--- config.mk ---
export PLATFORM = sky130hd
export DESIGN_NAME = cuppa_trigger_nch_flat
export DESIGN_NICKNAME = d
export VERILOG_FILES = /design/src/rtl/cuppa_trigger_nch_if.sv /design/src/rtl/cuppa_trigger_nch.sv /design/src/flat_wrapper.sv
export SDC_FILE = /design/constraint.sdc
export NUM_CORES = 1
export LEC_CHECK = 0
export CAP_MARGIN = 0
export CORE_MARGIN = 4
export CORE_UTILIZATION = 36
export DETAILED_ROUTE_END_ITERATION = 12
export PLACE_DENSITY_LB_ADDON = 0.05
export SLEW_MARGIN = 20
export SYNTH_ARGS = -nofsm -noshare
export SYNTH_HDL_FRONTEND = slang
export SYNTH_SLANG_ARGS = --single-unit
--- constraint.sdc ---
create_clock -name clk -period 1.4 [get_ports clk]
set_clock_uncertainty 0.1 [all_clocks]
set_input_delay 0.42 -clock clk [delete_from_list [all_inputs] [get_ports clk]]
set_output_delay 0.42 -clock clk [all_outputs]
set_load 0.01 [all_outputs]
--- src/rtl/cuppa_trigger_nch_if.sv ---
// cuppa_trigger_nch_if
//   Bundles the ADC data path, trigger configuration and trigger result
//   signals of cuppa_trigger_nch. Clock and reset stay outside.
//   master : capture front end / control side (drives ADC samples and config)
//   slave  : the trigger block (drives delayed samples and trigger results)
interface cuppa_trigger_nch_if #(
    parameter int N_CHAN    = 4,
    parameter int DATA_W    = 12,
    parameter int HOLDOFF_W = 16,
    parameter int K_W       = $clog2(N_CHAN + 1)
);
    logic [N_CHAN*DATA_W-1:0] adc_stream_in;
    logic [N_CHAN*DATA_W-1:0] adc_stream_out;
    logic                     gt;
    logic                     et;
    logic                     lt;
    logic [DATA_W-1:0]        thr;
    logic [N_CHAN-1:0]        chan_en;
    logic [K_W-1:0]           coinc_k;
    logic                     thresh_trig_en;
    logic                     ext_trig_en;
    logic                     ext_run;
    logic                     run;
    logic [HOLDOFF_W-1:0]     holdoff;
    logic                     trig;
    logic [1:0]               trig_src;
    logic [N_CHAN-1:0]        trig_chans;
    logic [N_CHAN-1:0]        thresh_tot;
    logic                     busy;

    modport master (
        output adc_stream_in, gt, et, lt, thr, chan_en, coinc_k,
               thresh_trig_en, ext_trig_en, ext_run, run, holdoff,
        input  adc_stream_out, trig, trig_src, trig_chans, thresh_tot, busy
    );

    modport slave (
        input  adc_stream_in, gt, et, lt, thr, chan_en, coinc_k,
               thresh_trig_en, ext_trig_en, ext_run, run, holdoff,
        output adc_stream_out, trig, trig_src, trig_chans, thresh_tot, busy
    );
endinterface

--- src/rtl/cuppa_trigger_nch.sv ---
// cuppa_trigger_nch
//   N-channel trigger block. Forwards every ADC stream with one cycle of
//   delay and issues a single-cycle trigger from one of three sources:
//   external run edge (highest), k-of-N threshold coincidence edge, software
//   run edge (lowest). An optional holdoff blocks all sources after a trigger.
// Ports:
//   clk   : system clock, rising edge
//   rst_n : asynchronous active-low reset
//   bus   : cuppa_trigger_nch_if.slave (samples, config, trigger results)
// Build option:
//   TRIG_HOLDOFF_EN : when defined, the holdoff counter and busy are built;
//                     otherwise holdoff is ignored and busy is tied low.

// Per-channel comparator against the shared threshold.
module cuppa_trigger_chan #(
    parameter int DATA_W = 12
) (
    input  logic [DATA_W-1:0] s,
    input  logic [DATA_W-1:0] thr,
    input  logic              gt,
    input  logic              et,
    input  logic              lt,
    output logic              match
);
    assign match = (gt && (s > thr)) || (et && (s == thr)) || (lt && (s < thr));
endmodule

module cuppa_trigger_nch #(
    parameter int N_CHAN    = 4,
    parameter int DATA_W    = 12,
    parameter int HOLDOFF_W = 16,
    parameter int K_W       = $clog2(N_CHAN + 1)
) (
    input logic                clk,
    input logic                rst_n,
    cuppa_trigger_nch_if.slave bus
);
    localparam logic [1:0] SRC_NONE = 2'd0;
    localparam logic [1:0] SRC_THR  = 2'd1;
    localparam logic [1:0] SRC_EXT  = 2'd2;
    localparam logic [1:0] SRC_SW   = 2'd3;

    logic [N_CHAN-1:0]        m;
    logic [N_CHAN-1:0]        em;
    logic [K_W-1:0]           em_cnt;
    logic [K_W-1:0]           k_eff;
    logic                     cond;
    logic                     thr_ev, ext_ev, sw_ev;
    logic                     blocked;
    logic [1:0]               src;

    logic [N_CHAN*DATA_W-1:0] adc_q;
    logic [N_CHAN-1:0]        tot_q;
    logic [N_CHAN-1:0]        chans_q;
    logic                     cond_q, ext_q, run_q;
    logic                     trig_q;
    logic [1:0]               src_q;
    logic                     busy_q;

    genvar c;
    generate
        for (c = 0; c < N_CHAN; c++) begin : g_chan
            cuppa_trigger_chan #(.DATA_W(DATA_W)) u_chan (
                .s     (bus.adc_stream_in[c*DATA_W +: DATA_W]),
                .thr   (bus.thr),
                .gt    (bus.gt),
                .et    (bus.et),
                .lt    (bus.lt),
                .match (m[c])
            );
        end
    endgenerate

    assign em = m & bus.chan_en;

    // K_W is wide enough to hold N_CHAN, so the count cannot overflow.
    always_comb begin
        em_cnt = '0;
        for (int i = 0; i < N_CHAN; i++) em_cnt = em_cnt + K_W'(em[i]);
    end

    assign k_eff  = (bus.coinc_k == '0) ? K_W'(1) : bus.coinc_k;
    assign cond   = bus.thresh_trig_en && (em_cnt >= k_eff);
    assign thr_ev = cond && !cond_q;
    assign ext_ev = bus.ext_trig_en && bus.ext_run && !ext_q;
    assign sw_ev  = bus.run && !run_q;

    // Losing events in the same cycle, and anything during holdoff, are dropped.
    always_comb begin
        src = SRC_NONE;
        if (!blocked) begin
            if (ext_ev)      src = SRC_EXT;
            else if (thr_ev) src = SRC_THR;
            else if (sw_ev)  src = SRC_SW;
        end
    end

`ifdef TRIG_HOLDOFF_EN
    logic [HOLDOFF_W-1:0] hcnt;

    // hcnt loads at the edge that raises trig, so it is nonzero exactly for
    // the holdoff edges that must be ignored. busy is that state registered
    // once more so it rises the cycle after the trig pulse, not with it.
    assign blocked = (hcnt != '0);

    always_ff @(posedge clk or negedge rst_n) begin
        if (!rst_n) begin
            hcnt   <= '0;
            busy_q <= 1'b0;
        end else begin
            busy_q <= (hcnt != '0);
            if (src != SRC_NONE)  hcnt <= bus.holdoff;
            else if (hcnt != '0)  hcnt <= hcnt - 1'b1;
        end
    end
`else
    logic unused_holdoff;
    assign unused_holdoff = ^bus.holdoff;
    assign blocked        = 1'b0;
    assign busy_q         = 1'b0;
`endif

    always_ff @(posedge clk or negedge rst_n) begin
        if (!rst_n) begin
            adc_q   <= '0;
            tot_q   <= '0;
            chans_q <= '0;
            cond_q  <= 1'b0;
            ext_q   <= 1'b0;
            run_q   <= 1'b0;
            trig_q  <= 1'b0;
            src_q   <= SRC_NONE;
        end else begin
            adc_q  <= bus.adc_stream_in;
            tot_q  <= m;
            // Edge history tracks the raw levels even while blocked.
            cond_q <= cond;
            ext_q  <= bus.ext_run;
            run_q  <= bus.run;
            trig_q <= (src != SRC_NONE);
            src_q  <= src;
            if (src != SRC_NONE) chans_q <= em;
        end
    end

    assign bus.adc_stream_out = adc_q;
    assign bus.thresh_tot     = tot_q;
    assign bus.trig           = trig_q;
    assign bus.trig_src       = src_q;
    assign bus.trig_chans     = chans_q;
    assign bus.busy           = busy_q;
endmodule

--- src/flat_wrapper.sv ---
// flat-port wrapper written by rule: the top's interface ports become plain ports
module cuppa_trigger_nch_flat 
#(
    parameter int N_CHAN    = 4,
    parameter int DATA_W    = 12,
    parameter int HOLDOFF_W = 16,
    parameter int K_W       = $clog2(N_CHAN + 1)
)
  (clk, rst_n, bus_adc_stream_in, bus_gt, bus_et, bus_lt, bus_thr, bus_chan_en, bus_coinc_k, bus_thresh_trig_en, bus_ext_trig_en, bus_ext_run, bus_run, bus_holdoff, bus_adc_stream_out, bus_trig, bus_trig_src, bus_trig_chans, bus_thresh_tot, bus_busy);
  cuppa_trigger_nch_if #(.N_CHAN(N_CHAN), .DATA_W(DATA_W), .HOLDOFF_W(HOLDOFF_W), .K_W(K_W)) bus_i ();
  input logic clk;
  input logic rst_n;
  input wire logic [$bits(bus_i.adc_stream_in)-1:0] bus_adc_stream_in;
  input wire logic [$bits(bus_i.gt)-1:0] bus_gt;
  input wire logic [$bits(bus_i.et)-1:0] bus_et;
  input wire logic [$bits(bus_i.lt)-1:0] bus_lt;
  input wire logic [$bits(bus_i.thr)-1:0] bus_thr;
  input wire logic [$bits(bus_i.chan_en)-1:0] bus_chan_en;
  input wire logic [$bits(bus_i.coinc_k)-1:0] bus_coinc_k;
  input wire logic [$bits(bus_i.thresh_trig_en)-1:0] bus_thresh_trig_en;
  input wire logic [$bits(bus_i.ext_trig_en)-1:0] bus_ext_trig_en;
  input wire logic [$bits(bus_i.ext_run)-1:0] bus_ext_run;
  input wire logic [$bits(bus_i.run)-1:0] bus_run;
  input wire logic [$bits(bus_i.holdoff)-1:0] bus_holdoff;
  output wire logic [$bits(bus_i.adc_stream_out)-1:0] bus_adc_stream_out;
  output wire logic [$bits(bus_i.trig)-1:0] bus_trig;
  output wire logic [$bits(bus_i.trig_src)-1:0] bus_trig_src;
  output wire logic [$bits(bus_i.trig_chans)-1:0] bus_trig_chans;
  output wire logic [$bits(bus_i.thresh_tot)-1:0] bus_thresh_tot;
  output wire logic [$bits(bus_i.busy)-1:0] bus_busy;
  assign bus_i.adc_stream_in = bus_adc_stream_in;
  assign bus_i.gt = bus_gt;
  assign bus_i.et = bus_et;
  assign bus_i.lt = bus_lt;
  assign bus_i.thr = bus_thr;
  assign bus_i.chan_en = bus_chan_en;
  assign bus_i.coinc_k = bus_coinc_k;
  assign bus_i.thresh_trig_en = bus_thresh_trig_en;
  assign bus_i.ext_trig_en = bus_ext_trig_en;
  assign bus_i.ext_run = bus_ext_run;
  assign bus_i.run = bus_run;
  assign bus_i.holdoff = bus_holdoff;
  assign bus_adc_stream_out = bus_i.adc_stream_out;
  assign bus_trig = bus_i.trig;
  assign bus_trig_src = bus_i.trig_src;
  assign bus_trig_chans = bus_i.trig_chans;
  assign bus_thresh_tot = bus_i.thresh_tot;
  assign bus_busy = bus_i.busy;
  cuppa_trigger_nch #(.N_CHAN(N_CHAN), .DATA_W(DATA_W), .HOLDOFF_W(HOLDOFF_W), .K_W(K_W)) u_core (.clk(clk), .rst_n(rst_n), .bus(bus_i));
endmodule
# [After elaboration in Yosys (flattened, before gate mapping)]
# Cells that the tools add are included.
[word_totals] reg_bits=62 output_inout_bits=60 word_cells=59
[classes] bitwise=1 order_cmp=9 n_reduce_logical=30 add_sub_neg=3 mux=4 eq_ne=4
[ops] op="$eq 12x12->1" count=4
[ops] op="$gt 12x12->1" count=4
[ops] op="$lt 12x12->1" count=4
[ops] op="$logic_and 1x1->1" count=17
[ops] op="$logic_or 1x1->1" count=8
[ops] op="$add 3x1->3" count=2
[ops] op="$mux 2" count=3
[ops] op="$and 4x4->4" count=1
[ops] op="$ge 3x3->1" count=1
[ops] op="$logic_not 1->1" count=3
[ops] op="$logic_not 3->1" count=1
[ops] op="$mux 3" count=1
[ops] op="$add 1x1->2" count=1
[ops] op="$reduce_bool 2->1" count=1

# [Longest topological paths before layout]
# Gate-level depths: netlist (run 1).
[logic_depth] word_depth=14 mapped_depth=21 mapped_depth_nobuf=21

# [By module]
# From an unflattened synthesis (run 1), not the netlist that was laid out.
[unflattened] hier_cells=269 hier_area_um2=3166.8
[by_module_without_submodules] mod="cuppa_trigger_nch" instances=1 area_per_inst_um2=1860.5 seq_area_each_um2=1551.5 cells_per_inst=97
[by_module_without_submodules] mod="cuppa_trigger_chan" instances=4 area_per_inst_um2=326.6 seq_area_each_um2=0.0 cells_per_inst=43

# [Worst setup path after synthesis (run 1)]
# OpenSTA, ideal clock, no wires.
[synth_path] kind="input port to flip-flop" start="input port bus_thr[1]" end="register u_core.chans_q[3], in the netlist u_core.bus.trig_chans[3]" cell_stages=20 setup_time_ns=0.120 setup_slack_ns=-2.599 arrival_ns=3.779 cell_sequence="inv_1 ha_1 nor2b_1 o211ai_1 a211oi_1 o31a_1 o31a_1 inv_1 and2_1 ha_1 inv_1 fa_1 inv_1 ha_1 ha_1 nand2_1 o21ai_0 a31oi_1 inv_1 a31o_1"
[synth_between] elab_chain_cells=14
[synth_rtl] element="start: declaration" line="flat_wrapper.sv:17" rtl="input wire logic [$bits(bus_i.thr)-1:0] bus_thr;"
[synth_rtl] element="$gt 12x12->1 / $eq 12x12->1 (equally long branches)" line="cuppa_trigger_nch.sv:25" rtl="assign match = (gt && (s > thr)) || (et && (s == thr)) || (lt && (s < thr));"
[synth_rtl] element="$logic_and 1x1->1" line="cuppa_trigger_nch.sv:25"
[synth_rtl] element="$logic_or 1x1->1" line="cuppa_trigger_nch.sv:25"
[synth_rtl] element="$logic_or 1x1->1 (*)" line="cuppa_trigger_nch.sv:25"
[synth_rtl] element="via u_core.g_chan[1].u_chan.match" line="cuppa_trigger_nch.sv:23" rtl="output logic match"
[synth_rtl] element="$and 4x4->4 (*)" line="cuppa_trigger_nch.sv:74" rtl="assign em = m & bus.chan_en;"
[synth_rtl] element="via u_core.em[1]" line="cuppa_trigger_nch.sv:44" rtl="logic [N_CHAN-1:0] em;"
[synth_rtl] element="$add 1x1->2 (*)" line="cuppa_trigger_nch.sv:79" rtl="for (int i = 0; i < N_CHAN; i++) em_cnt = em_cnt + K_W'(em[i]);"
[synth_rtl] element="$add 3x1->3 (*) (2 in series)" line="cuppa_trigger_nch.sv:79"
[synth_rtl] element="$ge 3x3->1 (*)" line="cuppa_trigger_nch.sv:83" rtl="assign cond = bus.thresh_trig_en && (em_cnt >= k_eff);"
[synth_rtl] element="$logic_and 1x1->1 (*)" line="cuppa_trigger_nch.sv:83"
[synth_rtl] element="$logic_and 1x1->1 (*)" line="cuppa_trigger_nch.sv:84" rtl="assign thr_ev = cond && !cond_q;"
[synth_rtl] element="$mux 2 (*)" line="cuppa_trigger_nch.sv:93" rtl="else if (thr_ev) src = SRC_THR;"
[synth_rtl] element="$mux 2 (*)" line="cuppa_trigger_nch.sv:92" rtl="if (ext_ev) src = SRC_EXT;"
[synth_rtl] element="$reduce_bool 2->1 (*)" line="cuppa_trigger_nch.sv:142" rtl="if (src != SRC_NONE) chans_q <= em;"
[synth_rtl] element="end signal: assignment" line="cuppa_trigger_nch.sv:142"
[synth_rtl] element="end: declaration" line="cuppa_trigger_nch.sv:54" rtl="logic [N_CHAN-1:0] chans_q;"
# The timed path passes the listed nets; every way through them passes the cells marked *.
# A chain may end at the register's enable or synchronous reset.

# [Worst setup path after layout (run 1)]
[layout_path] start="input port bus_thr[11]" end="register u_core.chans_q[0], in the netlist u_core.bus.trig_chans[0]"
# Same word-level chain as after synthesis.

==> summary by stage, run 1 <==
Setup path
For the worst setup path, the data arrival time is 3810 ps. The setup path with the least slack is of type in2reg. In this run the worst path has a maximum fanout of 7. The startpoint identified for the worst register-to-register timing path is u_core.ext_q$_DFF_PN0_.

Measured in cells, the most critical reg-to-reg path has a length of 5. The worst path required time is 1560 ps. The worst setup path is launched from a primary input. In this run the critical register-to-register path is captured at u_core.bus.trig_chans[0]$_DFFE_PN0P_.

STA classifies the critical path endpoint as a flip-flop. The flop-to-flop setup slack is 80 ps.

Clock network
The number of clock buffers inserted by TritonCTS is 9. CTS placed an instance of sky130_fd_sc_hd__clkbuf_8 at the clock tree root. The H-tree was split into 3 levels. The clock edge transition at the registers on the reported setup and hold paths is 70 ps. The tree built by TritonCTS fans out to 62 sinks. Counting along the longest clock path gives a buffer depth of 2. The later pin in the worst-skew pair is clocked with a latency of 350 ps. The clock tree from TritonCTS is yes.

Power and ir drop
IR analysis of the VDD net gives a maximum drop of 0.542 mV. The total design power is 5.14 mW. The standby leakage power is 2.58 nW. In this run the power density over the cells is 927 nW/um2.

Synthesis
The mapped netlist covers 3040 um2. In the synthesized netlist the dominant register cell turns out to be sky130_fd_sc_hd__dfrtp_1. In this run the mean area of a mapped cell was 11.6 um2.

Of the synthesized area, sequential elements account for 51.1%. The net count of the mapped netlist is 408. The post-synthesis instance total is 262.

The distinct cell type count after synthesis is 39. The count of flip-flops with a built-in enable after synthesis is 0. During synthesis, Yosys emitted a total of 0 warnings. Counting flops and latches in the post-synthesis netlist gives 62. The async set or reset register ratio after synthesis is 100%.

Detailed routing
The first-pass detailed-route iteration total is 4. The routed layout has 2762 vias. After detailed routing, the average wire length per cell comes to 17.0 um. In the routed design, unresolved DRC markers number 0. The DRC marker count from the first detailed-route iteration is 61. In this run the remaining antenna-violating nets after routing total 0. In the routed layout, each cell is associated on average with a via count of 4.85.

The routed wire length is 9.66 mm.

Min path
The worst hold path terminates at u_core.bus.adc_stream_out[20]$_DFF_PN0_. The startpoint identified for the worst hold timing path is bus_adc_stream_in[20]. Counting instances, the worst hold path has a depth of 1.

The worst hold path belongs to the class in2reg.

Global routing
The first global-routing pass estimated 14.5 mm of wire. For this run, the total global-route usage over all layers was measured as 18.8%. The initial antenna violation count is 0. The number of global-route vias before repair came to 2886.

The maximum number of pins on one net before global-route repair is 63. After global routing the overflow that remains totals 0.

Finish
The proportion of layout cells with a drive suffix above 1 is 52.6%. The number of antenna repair diodes is 0. The area added between synthesis and finish is 82.7%.

At the end of the flow, the number of nets in the layout was 606.

Timing
Once routing completed, OpenROAD measured the worst setup slack at -2240 ps. The final worst-path cycle share is 260%. The final number of max-transition violations was 0. Setup repair after global routing could not meet its margin everywhere.

The hold violation total from the final report is 0. For the finished layout, the period the worst path requires is 3640 ps. The final setup violation count is 12. The maximum clock frequency is 274 MHz.

Job
The number of max-capacitance violations reported is 0.

Status
The final reports fail on negative setup slack. The flow ran to the end, but the final reports show violations.

Die
The total I/O pin count is 152. Row generation in the floorplan step produced 33 rows. The die covers 9970 um2. The starting density of the core is 37.0%.

The die is 99.9 um tall. The horizontal die dimension is 99.9 um. The core region is 8220 um2.

Placed design
The placer congestion estimate is 0.790. The half-perimeter wire length of the detailed placement result is 6.73 mm. Buffers placed on the I/O ports in this run total 134. The worst setup timing slack at the placement stage is -3200 ps.
-- metal layers --
metal / GRT usage [%] / up-vias / routed length (um)
met3: 6.18 / 13 / 627
met1: 23.8 / 1317 / 4010
met5: 0 / - / 0
li1: - / 1343 / -
met2: 30.7 / 89 / 4850
met4: 5.78 / 0 / 167
-- logic make-up after synthesis --
| kind of cell | Yosys count | share of synthesized area, % |
|---|---|---|
| and+or+nand+nor | 62 | 10.9 |
| DFF | 62 | 51.1 |
| AOI/OAI and AO/OA | 55 | 11.7 |
| adders and majority gates | 54 | 22.5 |
| buffers and inverters | 27 | 3.46 |
| muxes | 1 | 0.330 |
| other | 1 | 0.123 |
-- registers in the layout (all words and copies together) (netlist names) --
register	count
u_core.run_q	1
u_core.bus.trig_chans	4
u_core.bus.trig	1
u_core.cond_q	1
u_core.bus.thresh_tot	4
u_core.bus.trig_src	2
u_core.bus.adc_stream_out	48
u_core.ext_q	1
-- worst max-delay path by stage --
stage / from / endpoint / slack [ps] / depth (start not counted)
after global routing: bus_thr[10] / u_core.bus.trig_chans[0]$_DFFE_PN0P_ / -2410 / 20
after floorplan: bus_thr[7] / u_core.bus.trig_chans[0]$_DFFE_PN0P_ / -2230 / 19
after CTS: bus_thr[1] / u_core.bus.trig_chans[0]$_DFFE_PN0P_ / -2380 / 22
after global placement: bus_thr[9] / u_core.bus.trig_chans[0]$_DFFE_PN0P_ / -3050 / 20
final: bus_thr[11] / u_core.bus.trig_chans[0]$_DFFE_PN0P_ / -2240 / 20
after detailed placement: bus_thr[1] / u_core.bus.trig_chans[0]$_DFFE_PN0P_ / -3200 / 22
-- per-stage QoR --
stage	cells	hold WS [ps]	utilization, %	instance area [um2]	TNS [ps]
2_1_floorplan	262	24.4	-	3230	-18020
3_3_place_gp	533	356	60.2	4950	-28260
3_5_place_dp	533	355	60.2	4950	-29550
4_1_cts	559	116	63.9	5250	-19830
5_1_grt	569	63.9	67.5	5550	-21360
6_report	569	81.2	67.5	5550	-19590
-- synthesized netlist by cell type, types with 2 or more instances --
library cell / n / area, um2
sky130_fd_sc_hd__dfrtp_1: 62 / 1550
sky130_fd_sc_hd__ha_1: 53 / 663
sky130_fd_sc_hd__inv_1: 26 / 97.6
sky130_fd_sc_hd__a21oi_1: 20 / 100
sky130_fd_sc_hd__nand2_1: 16 / 60.1
sky130_fd_sc_hd__nand4_1: 13 / 81.3
sky130_fd_sc_hd__o21ai_0: 7 / 35.0
sky130_fd_sc_hd__nor2b_1: 6 / 37.5
sky130_fd_sc_hd__nor3_1: 6 / 30.0
sky130_fd_sc_hd__a211oi_1: 5 / 37.5
sky130_fd_sc_hd__nor2_1: 5 / 18.8
sky130_fd_sc_hd__o211ai_1: 5 / 37.5
sky130_fd_sc_hd__nand3_1: 4 / 20.0
sky130_fd_sc_hd__a21o_1: 3 / 22.5
sky130_fd_sc_hd__and2_1: 3 / 18.8
sky130_fd_sc_hd__nand2b_1: 3 / 18.8
sky130_fd_sc_hd__a211o_1: 2 / 17.5
sky130_fd_sc_hd__o31a_1: 2 / 17.5
-- where the power goes --
part,switching (mW),internal [mW]
Clock,0.704,0.984
Combinational,0.704,0.799
Sequential,0.0362,1.92
-- critical path: stages --
cell and delay (ps):
sky130_fd_sc_hd__buf_8 80, sky130_fd_sc_hd__inv_6 30, sky130_fd_sc_hd__ha_4 250, sky130_fd_sc_hd__nand4_1 220, sky130_fd_sc_hd__buf_4 230, sky130_fd_sc_hd__nor3_1 210, sky130_fd_sc_hd__o31a_1 230, sky130_fd_sc_hd__inv_2 60
sky130_fd_sc_hd__and2_4 150, sky130_fd_sc_hd__ha_4 250, sky130_fd_sc_hd__inv_2 30, sky130_fd_sc_hd__fa_2 320, sky130_fd_sc_hd__inv_2 70, sky130_fd_sc_hd__ha_4 200, sky130_fd_sc_hd__ha_4 270, sky130_fd_sc_hd__nand2_4 50
sky130_fd_sc_hd__o21ai_4 160, sky130_fd_sc_hd__a31oi_4 150, sky130_fd_sc_hd__o41a_1 340, sky130_fd_sc_hd__o31ai_2 70
-- layout by cell type (no fill, tap or decap), types with 10 or more instances in the layout --
master / synthesis / final
sky130_fd_sc_hd__a21oi_1: 20 / 10
sky130_fd_sc_hd__buf_2: 0 / 67
sky130_fd_sc_hd__buf_4: 1 / 40
sky130_fd_sc_hd__buf_6: 0 / 23
sky130_fd_sc_hd__clkdlybuf4s50_1: 0 / 17
sky130_fd_sc_hd__dfrtp_1: 62 / 62
sky130_fd_sc_hd__dlygate4sd2_1: 0 / 18
sky130_fd_sc_hd__ha_1: 53 / 12
sky130_fd_sc_hd__ha_4: 0 / 39
sky130_fd_sc_hd__inv_1: 26 / 11
sky130_fd_sc_hd__nand2_1: 16 / 12
sky130_fd_sc_hd__nand4_1: 13 / 13
-- repair_timing --
action / CTS / global route
hold buffers: 1 / 0
endpoints found under the setup margin: 71 / 29
pin swaps: 50 / 34
setup buffers: 10 / 12
hold endpoints to repair: 54 / 0
resized for setup: 404 / 71
-- area by class of cell --
type	count	area, um2
clock inverter	5	75.1
fill	649	2670
sequential	62	1550
multi-input combinational	173	2060
clock buffer	10	128
inverter	26	138
tap	105	131
timing repair buffer	188	1470
Power figures use the tool's default switching activity.
==> run 2: changes to the inputs <==
--- a/config.mk
+++ b/config.mk
@@ -9,6 +9,7 @@
 export CORE_MARGIN = 4
 export CORE_UTILIZATION = 36
 export DETAILED_ROUTE_END_ITERATION = 12
+export GPL_ROUTABILITY_DRIVEN = 0
 export PLACE_DENSITY_LB_ADDON = 0.05
 export SLEW_MARGIN = 20
 export SYNTH_ARGS = -nofsm -noshare
==> results of run 2 <==
No change in the layout: final DEF, timing and power equal those of run 1.
==> run 3: changes to the inputs <==
--- a/config.mk
+++ b/config.mk
@@ -7,10 +7,12 @@
 export LEC_CHECK = 0
 export CAP_MARGIN = 0
 export CORE_MARGIN = 4
-export CORE_UTILIZATION = 36
+export CORE_UTILIZATION = 38
+export CTS_BUF_LIST = sky130_fd_sc_hd__clkbuf_4
 export DETAILED_ROUTE_END_ITERATION = 12
 export GPL_ROUTABILITY_DRIVEN = 0
 export PLACE_DENSITY_LB_ADDON = 0.05
+export SETUP_SLACK_MARGIN = 0.4
 export SLEW_MARGIN = 20
 export SYNTH_ARGS = -nofsm -noshare
 export SYNTH_HDL_FRONTEND = slang
==> summary by stage, run 3 (synthesized netlist as in run 1, its figures left out) <==
Die
The die is 97.4 um wide. The total I/O pin count is 152. The row count is 32.

In this run the vertical extent of the chip is 97.4 um. The floorplan die area is 9490 um2. After floorplanning, the core was sized to cover 7770 um2. The starting density of the core is 39.1%.

Power and ir drop
The highest ir drop seen on vdd is 0.396 mV. The total power density per cell area is 815 nW/um2. The standby leakage power is 2.49 nW.

The total design power is 4.39 mW.

Placed design
OpenSTA, run right after detailed placement, puts the worst setup slack at -3190 ps. The placement-stage cell area is 4940 um2. The number of port buffers is 134. Once detailed placement completed, the half-perimeter wirelength came to 6.70 mm.

Setup path
The most numerous cell type found on the critical path is sky130_fd_sc_hd__ha_4. Together, buffers and inverters on the worst path number 8. The critical path goes through buf_6 -> buf_6 -> inv_12 -> ha_4 -> nor2b_1 -> o211ai_1 -> a211oi_2 -> o31a_1 -> o31a_1 -> inv_2 -> and2_4 -> ha_4 -> inv_2 -> fa_2 -> inv_2 -> ha_4 -> ha_4 -> a21oi_4 -> o21ai_4 -> a31oi_4 -> buf_6 -> inv_4 -> a31o_1.

The launch point of the worst path is bus_thr[1]. The worst-case reg-to-reg path depth is 6. The family with the most delay on the worst path is compound AO/OA/AOI/OAI gates. The largest individual stage delay along the critical path comes from the cell sky130_fd_sc_hd__fa_2. On the worst path, the slowest cell contributes a delay of 320 ps. In this run the critical register-to-register path is captured at u_core.bus.trig_chans[3]$_DFFE_PN0P_. The worst setup path is captured at a flip-flop.

The type of origin of the critical path is a primary input. The peak fanout along the critical path is 7. The worst path required time is 1600 ps. STA puts the critical path data arrival time at 3910 ps. The flop-to-flop setup slack is -40 ps. The type of the worst setup path is in2reg.

The launch point of the worst reg-to-reg path is u_core.ext_q$_DFF_PN0_.

Finish
The number of nets in the layout is 606. The number of antenna repair diodes is 0. The cell area after layout is 5380 um2. The register with the most flip-flops in the layout has 48 of them.

The library cells used most frequently in the layout, excluding fill and tap cells, are 62 x sky130_fd_sc_hd__dfrtp_1, 61 x sky130_fd_sc_hd__buf_2, 43 x sky130_fd_sc_hd__buf_4. After filler insertion, the fill cell instance count of the layout stands at 587. The register area is 1550 um2. Leaving out fill and tap cells, the most frequent cell in the layout is sky130_fd_sc_hd__dfrtp_1. Summing all multi-input logic gate instances after layout gives 2000 um2. The proportion of layout cells with a drive suffix above 1 is 49.7%.

The area added between synthesis and finish is 77.2%.

Detailed routing
The DRC marker count from the first detailed-route iteration is 35. After detailed routing, the average wire length per cell comes to 15.9 um. The remaining antenna violation count is 0. The post-detailed-route DRC marker count is 0. Dividing the detail-routed via count by the number of cells gives 4.81. The routed wire length is 8.99 mm. The vias after detailed routing is 2719. For this run, the detailed router's first-pass iteration total came to 4.

Status
The run finished, with violations left. The final reports fail on negative setup slack.

Global routing
The number of global-route vias before repair is 2909. Global routing finished with a remaining overflow of 0. Global routing consumed, over all layers together, 19.1% of the routing resources. The wire length of the first global-routing pass is 14.6 mm.

The initial antenna violation count is 0. Entering global routing, the biggest net connects 63 pins.

Min path
The worst hold path terminates at u_core.bus.adc_stream_out[21]$_DFF_PN0_. The type of the worst min-delay path is in2reg. The hold-critical path depth is 1. The start point of the worst min-delay path is bus_adc_stream_in[21].

Clock network
The clock edge transition at the registers on the reported setup and hold paths is 100 ps. The H-tree generated during clock tree synthesis spans 3 levels. For this design, the sink count on the clock tree is 62. At the later pin of the worst-skew pair, clock insertion delay measures 400 ps. The deepest clock path buffer count is 2.

Clock tree synthesis inserted a total of 9 buffers. TritonCTS built the clock tree. The CTS root buffer is sky130_fd_sc_hd__clkbuf_4.

Timing
The hold violation total from the final report is 0. Static timing analysis puts the maximum clock frequency at 270 MHz. For the final routed database, the setup TNS stands at -20640 ps. The final worst-path cycle share is 265%.

Once routing completed, OpenROAD measured the worst setup slack at -2310 ps. Setup repair after global routing could not meet its margin everywhere. After layout, the minimum clock period comes to 3710 ps. The final setup violation count is 65. The final number of max-transition violations is 0.

Job
The number of max-capacitance violations reported is 0.
## run 3: changes by cell type in the layout (fill, tap and decap cells not counted), moves of 5 or more
cell,before,now
sky130_fd_sc_hd__clkbuf_4,0,11
sky130_fd_sc_hd__clkbuf_8,9,0
sky130_fd_sc_hd__clkdlybuf4s50_1,17,25
sky130_fd_sc_hd__buf_2,67,61
sky130_fd_sc_hd__dlygate4sd2_1,18,24
sky130_fd_sc_hd__clkbuf_2,6,1
sky130_fd_sc_hd__ha_1,12,17
sky130_fd_sc_hd__ha_4,39,34
## run 3: worst max-delay path by stage
stage	end	cells past startpoint
final	u_core.bus.trig_chans[3]$_DFFE_PN0P_	23
after global routing	u_core.bus.trig_chans[3]$_DFFE_PN0P_	23
after CTS	u_core.bus.trig_chans[0]$_DFFE_PN0P_	21
after detailed placement	u_core.bus.trig_chans[0]$_DFFE_PN0P_	20
after global placement	u_core.bus.trig_chans[0]$_DFFE_PN0P_	20
after floorplan	u_core.bus.trig_chans[0]$_DFFE_PN0P_	19
## run 3: area by class of cell
class                      instances  share of cell area (%)
timing repair buffer             188                    27.6
inverter                          26                    2.37
clock buffer                      11                    1.53
sequential                        62                    28.8
clock inverter                     3                   0.256
tap                              102                    2.37
multi-input combinational        173                    37.1
## run 3: what timing repair did
action	4_1_cts	5_1_grt
resized for setup	377	43
buffers inserted	11	9
endpoints found under the setup margin	71	71
hold buffers	1	0
pin swaps	52	34
hold endpoints to repair	62	0
## run 3: worst register-to-register path, delay by kind of cell (launching register included)
kind / cells / cell delay (ps)
buf+inv: 2 / 190
compound gates: 2 / 490
simple gates: 2 / 230
flops: 1 / 340
## run 3: where the power goes
part           internal (mW)  switching (mW)  leakage (nW)
clock                  0.375           0.621        0.0600
combinational          0.770           0.666          1.70
sequential              1.91          0.0424         0.733
total                   3.06            1.33          2.49
## run 3: metrics by stage
step	hold WS (ps)	utilization (%)	instances
after floorplan	24.4	-	262
after global placement	353	63.7	530
after detailed placement	351	63.7	530
after CTS	46.7	66.3	556
after global routing	6.78	69.3	565
final	36.6	69.3	565
## run 3: layer usage
| layer | GRT usage [%] | wire (um) | up-vias |
|---|---|---|---|
| met2 | 31.1 | 4360 | 86 |
| met4 | 4.79 | 97 | 0 |
| met1 | 24.7 | 3940 | 1281 |
| met5 | 0 | 0 | - |
| li1 | - | - | 1342 |
| met3 | 6.17 | 585 | 10 |
